## src/rtl/sram8_word_bridge.sv

```systemverilog
// Serializes PicoRV32 native 32-bit word accesses into four little-endian byte
// cycles on an 8-bit synchronous SRAM port with one-cycle registered read data.
//   state | meaning
//   IDLE  | waiting for a request
//   READ  | issuing byte reads k=0..3, capturing the previous byte
//   RCAP  | capturing the last read byte
//   WRITE | issuing byte writes k=0..3, gated by the latched strobes
//   DONE  | one-cycle mem_ready pulse
module sram8_word_bridge #(
  parameter int ADDR_WIDTH = 13
) (
  input  logic                  clk,
  input  logic                  reset,
  input  logic                  mem_valid,
  output logic                  mem_ready,
  input  logic [31:0]           mem_addr,
  input  logic [31:0]           mem_wdata,
  input  logic [3:0]            mem_wstrb,
  output logic [31:0]           mem_rdata,
  output logic                  sram_ce,
  output logic                  sram_wre,
  output logic [ADDR_WIDTH-1:0] sram_addr,
  output logic [7:0]            sram_wdata,
  input  logic [7:0]            sram_rdata
);

  typedef enum logic [2:0] {
    IDLE  = 3'd0,
    READ  = 3'd1,
    RCAP  = 3'd2,
    WRITE = 3'd3,
    DONE  = 3'd4
  } state_t;

  state_t                state, state_nxt;
  logic [1:0]            k, k_nxt;
  logic [1:0]            k_prev;
  logic [ADDR_WIDTH-3:0] word_q;
  logic [31:0]           wdata_q;
  logic [3:0]            wstrb_q;
  logic [31:0]           rdata_q;
  logic                  accept;

  // Address bits outside the SRAM word range are deliberately ignored (aliasing).
  logic unused_addr_bits;
  assign unused_addr_bits = ^{mem_addr[31:ADDR_WIDTH], mem_addr[1:0]};

  assign mem_ready = (state == DONE);
  assign mem_rdata = rdata_q;
  assign accept    = mem_valid && !mem_ready;
  assign k_prev    = k - 2'd1;

  always_ff @(posedge clk or posedge reset) begin
    if (reset) begin
      state   <= IDLE;
      k       <= 2'd0;
      word_q  <= '0;
      wdata_q <= 32'd0;
      wstrb_q <= 4'd0;
      rdata_q <= 32'd0;
    end else begin
      state <= state_nxt;
      k     <= k_nxt;
      if (state == IDLE && accept) begin
        word_q  <= mem_addr[ADDR_WIDTH-1:2];
        wdata_q <= mem_wdata;
        wstrb_q <= mem_wstrb;
      end
      // Read data lags the address by one cycle, so byte k-1 arrives during byte k.
      if (state == READ && k != 2'd0) begin
        rdata_q[{k_prev, 3'b000} +: 8] <= sram_rdata;
      end
      if (state == RCAP) begin
        rdata_q[31:24] <= sram_rdata;
      end
    end
  end

  always_comb begin
    state_nxt  = state;
    k_nxt      = k;
    sram_ce    = 1'b0;
    sram_wre   = 1'b0;
    sram_addr  = '0;
    sram_wdata = 8'd0;
    case (state)
      IDLE: begin
        if (accept) begin
          k_nxt     = 2'd0;
          state_nxt = (mem_wstrb != 4'd0) ? WRITE : READ;
        end
      end
      READ: begin
        sram_ce   = 1'b1;
        sram_addr = {word_q, k};
        k_nxt     = k + 2'd1;
        if (k == 2'd3) state_nxt = RCAP;
      end
      RCAP: begin
        state_nxt = DONE;
      end
      WRITE: begin
        sram_wre   = 1'b1;
        sram_ce    = wstrb_q[k];
        sram_addr  = {word_q, k};
        sram_wdata = wdata_q[{k, 3'b000} +: 8];
        k_nxt      = k + 2'd1;
        if (k == 2'd3) state_nxt = DONE;
      end
      DONE: begin
        state_nxt = IDLE;
      end
      default: begin
        state_nxt = IDLE;
      end
    endcase
  end

endmodule
```

## config.mk

```make
export PLATFORM = sky130hd
export DESIGN_NAME = sram8_word_bridge
export DESIGN_NICKNAME = d
export VERILOG_FILES = /design/src/rtl/sram8_word_bridge.sv
export SDC_FILE = /design/constraint.sdc
export NUM_CORES = 1
export LEC_CHECK = 0
export ABC_AREA = 1
export ABC_CLOCK_PERIOD_IN_PS = 3100
export CELL_PAD_IN_SITES_DETAIL_PLACEMENT = 1
export CELL_PAD_IN_SITES_GLOBAL_PLACEMENT = 1
export CORE_UTILIZATION = 32
export DETAILED_ROUTE_END_ITERATION = 16
export GPL_TIMING_DRIVEN = 1
export PLACE_DENSITY = 0.84
export SLEW_MARGIN = 20
export SYNTH_ARGS = -nofsm -noshare
export SYNTH_HDL_FRONTEND = slang
export SYNTH_SLANG_ARGS = --single-unit
```

## constraint.sdc

```tcl
create_clock -name clk -period 3.1 [get_ports clk]
set_input_delay 0.31 -clock clk [delete_from_list [all_inputs] [get_ports clk]]
set_output_delay 0.31 -clock clk [all_outputs]
set_load 0.01 [all_outputs]
```

==> qor.txt <==
internal power - 3.425 mW
Top Ports - 135
dpl hpwl - 8319 um
Met3 Wirelength - 652 um
first-pass GRT wire length - 19170 um
GRT Util Overall - 19.05%
Fmax achieved - 376.4 MHz
Die X - 113.4 um
vias in the first global route - 3990
input/output buffers - 113
row count - 40
# fillers - 1452
number of hold buffers added after cts - 0
Relative slew margins - 50.43%
worst-margin pin slew - 0.7418 ns
Routed Antenna Nets - 0
Hold Vio Cnt, Final - 0
CTS tree - yes
PostCTS Resize Cnt - 0
Root Buffer - clkbuf_16
EDFF count, synth - 0
Starting Density - 32.94%
Worst Setup End Kind - output pin
worst hold slack - 0.3361 ns
Total Power - 5.641 mW
WL per Instance - 14.38 um
wirelength, routed - 11350 um
setup TNS - 0 ns
YS warnings - 0
GP Congestion - 0.8444
Comb power frac - 44.7%
crit path time final - 2.656 ns
min-delay worst type - primary input to async pin
Final Util - 45.93%
Layout Area Growth over Synthesis - 39.46%
Setup Skew - 0.007353 ns
Antenna Diode Count - 0
Worst EP arrival - 2.35 ns
pwr dens - 1018 nW/um2
First-pass DRT Iterations - 4
Clk pwr share - 20.9%
Netlist cell types - 22
pin count of the biggest net entering global routing - 78
Clock Latency Late Sink - 0.34 ns
Psw - 2.217 mW
crit-path max cell delay - 0.75 ns
DR top layer - met4
WS Path Type - flip-flop to output pin
CP cell instances - inv_1, nor2_1, o21ai_0, a21oi_1, clkdlybuf4s50_1
fin crit share - 85.69%
Die ar. - 12860 um2
Compound-Gate Fraction of Synth Area - 7.276%
Post-synth ARST share - 100.0%
Met2 Wirelength - 5554 um
DRC Markers - 0
Buf/Inv on CP - 2
static leakage power - 2.641 nW
CTS sink cnt - 84
Post-Synth XOR/XNOR Area - 0%
GR Overflow Total - 0
Required @ worst endpoint - 2.79 ns
RSZ-0062 raised after global routing - false
worst vdd ir - 0.3104 mV
initial antenna violation count - 0
sequential share of power - 34.4%
Post-Syn Instances - 513
core area - 12060 um2
Top delay family on crit path - buffers and inverters
CTS Buffer Depth - 2
H-tree depth - 3
Max Fanout on Critical Path - 20
Metal-1 WL - 4979 um
status - finished, final reports clean
Startpoint Class - flip-flop
Synth Area in Adders - 1.575%
vias per cell - 4.672
post-synth net total - 597
CP max-delay cell - dfrtp_1
Sw Ratio - 39.29%
drt initial violations - 125
post-synthesis simple-gate area fraction - 29.98%
Layout Nets - 700
average size of a mapped cell - 7.744 um2
clock transition at the registers of the reported paths - 0.06 ns
sequential element share of the synthesized area - 52.91%
final instance area - 5540 um2
count of state elements after synthesis - 84
via count - 3686
largest family of logic cells by synthesized area - simple AND/OR/NAND/NOR gates
CTS buffer count - 9
mux cell area share after synthesis - 0%
Placed Area - 5214 um2
Pins Over Slew Limit - 0
Top FF cell, synth - dfrtp_1
# setup viols final - 0
proportion of layout cells with a drive suffix above 1 - 4.509%
Netlist Area Pre-Place - 3973 um2
Max Cap Violations - 0
Die Ht - 113.4 um
Post-CTS Setup Inserts - 0
-- final cells by class --
cell class | instances | area, um2 | area share, %
Timing Repair Buffer | 116 | 1166 | 21.05
Clock buffer | 10 | 239.0 | 4.313
Sequential cell | 84 | 2102 | 37.94
Tap cell | 168 | 210.2 | 3.794
Clock inverter | 6 | 87.58 | 1.581
Inverter | 51 | 192.7 | 3.478
Multi-Input combinational cell | 354 | 1543 | 27.85
-- layer usage --
metal | global-route usage (%) | vias to the layer above
li1 | - | 1791
met1 | 22.99 | 1769
met2 | 33.58 | 112
met3 | 4.410 | 14
met4 | 6.228 | 0
met5 | 0 | -
-- path summary, 6_finish.rpt --
path                             from  slack, ns  depth (start not counted)       endpoint
setup / recovery                 k[1]       0.44                          5  sram_wdata[7]
hold / removal                  reset       0.34                          2  mem_rdata[30]
setup reg to reg                 k[1]       0.91                          7  mem_rdata[14]
hold reg to reg            wstrb_q[0]       0.46                          2     wstrb_q[0]
max in group asynchronous       reset       2.10                          3    wdata_q[23]
min in group clk           wstrb_q[0]       0.46                          2     wstrb_q[0]
-- layout by cell type, fill, tap and decap left out, drive strengths merged, types with 2 or more instances in the layout --
master / count
clkinvlp: 3
nand2: 196
clkdlybuf4s50: 113
nor2: 56
o211ai: 7
ha: 5
dfrtp: 84
nand3: 33
buf: 3
clkinv: 2
nor3: 8
inv: 50
o21ai: 38
bufinv: 2
a21oi: 8
clkbuf: 10
-- cells by family (layout without fill, tap and decap cells) --
family	Yosys count	in the layout
flops	84	84
fa+ha+maj	5	5
compound gates	54	54
buf+inv	75	183
simple gates	295	295
-- synthesized netlist by cell type (all sizes together) (5+ instances only) --
| cell | count | area [um2] |
|---|---|---|
| buf | 18 | 113.9 |
| o211ai | 7 | 52.55 |
| dfrtp | 84 | 2102 |
| o21ai | 38 | 190.2 |
| ha | 5 | 62.56 |
| clkbuf | 6 | 22.52 |
| inv | 51 | 191.4 |
| nor3 | 8 | 40.04 |
| a21oi | 8 | 40.04 |
| nand3 | 33 | 165.2 |
| nand2 | 196 | 740.7 |
| nor2 | 56 | 232.7 |
-- sequential cells by signal (all words and copies together), names as in the netlist --
signal     count
k              2
mem_rdata     32
state          3
wdata_q       32
word_q        11
wstrb_q        4
-- stage by stage --
| stage | setup WS, ns | std cells |
|---|---|---|
| floorplan | 0.6249 | 513 |
| global placement | 0.7294 | 773 |
| detailed placement | 0.7666 | 773 |
| CTS | 0.3960 | 789 |
| global route | 0.2687 | 789 |
| finish | 0.4435 | 789 |
-- power by group through the flow --
stage | combinational, mW | sequential [mW] | clock [mW]
after floorplan | 1.45 | 1.95 | 0
after global placement | 2.43 | 1.93 | 0
after detailed placement | 2.54 | 1.96 | 0
after CTS | 2.56 | 1.94 | 1.21
after global routing | 2.86 | 2.01 | 1.24
final | 2.52 | 1.94 | 1.18
(Power assumes the default switching activity.)
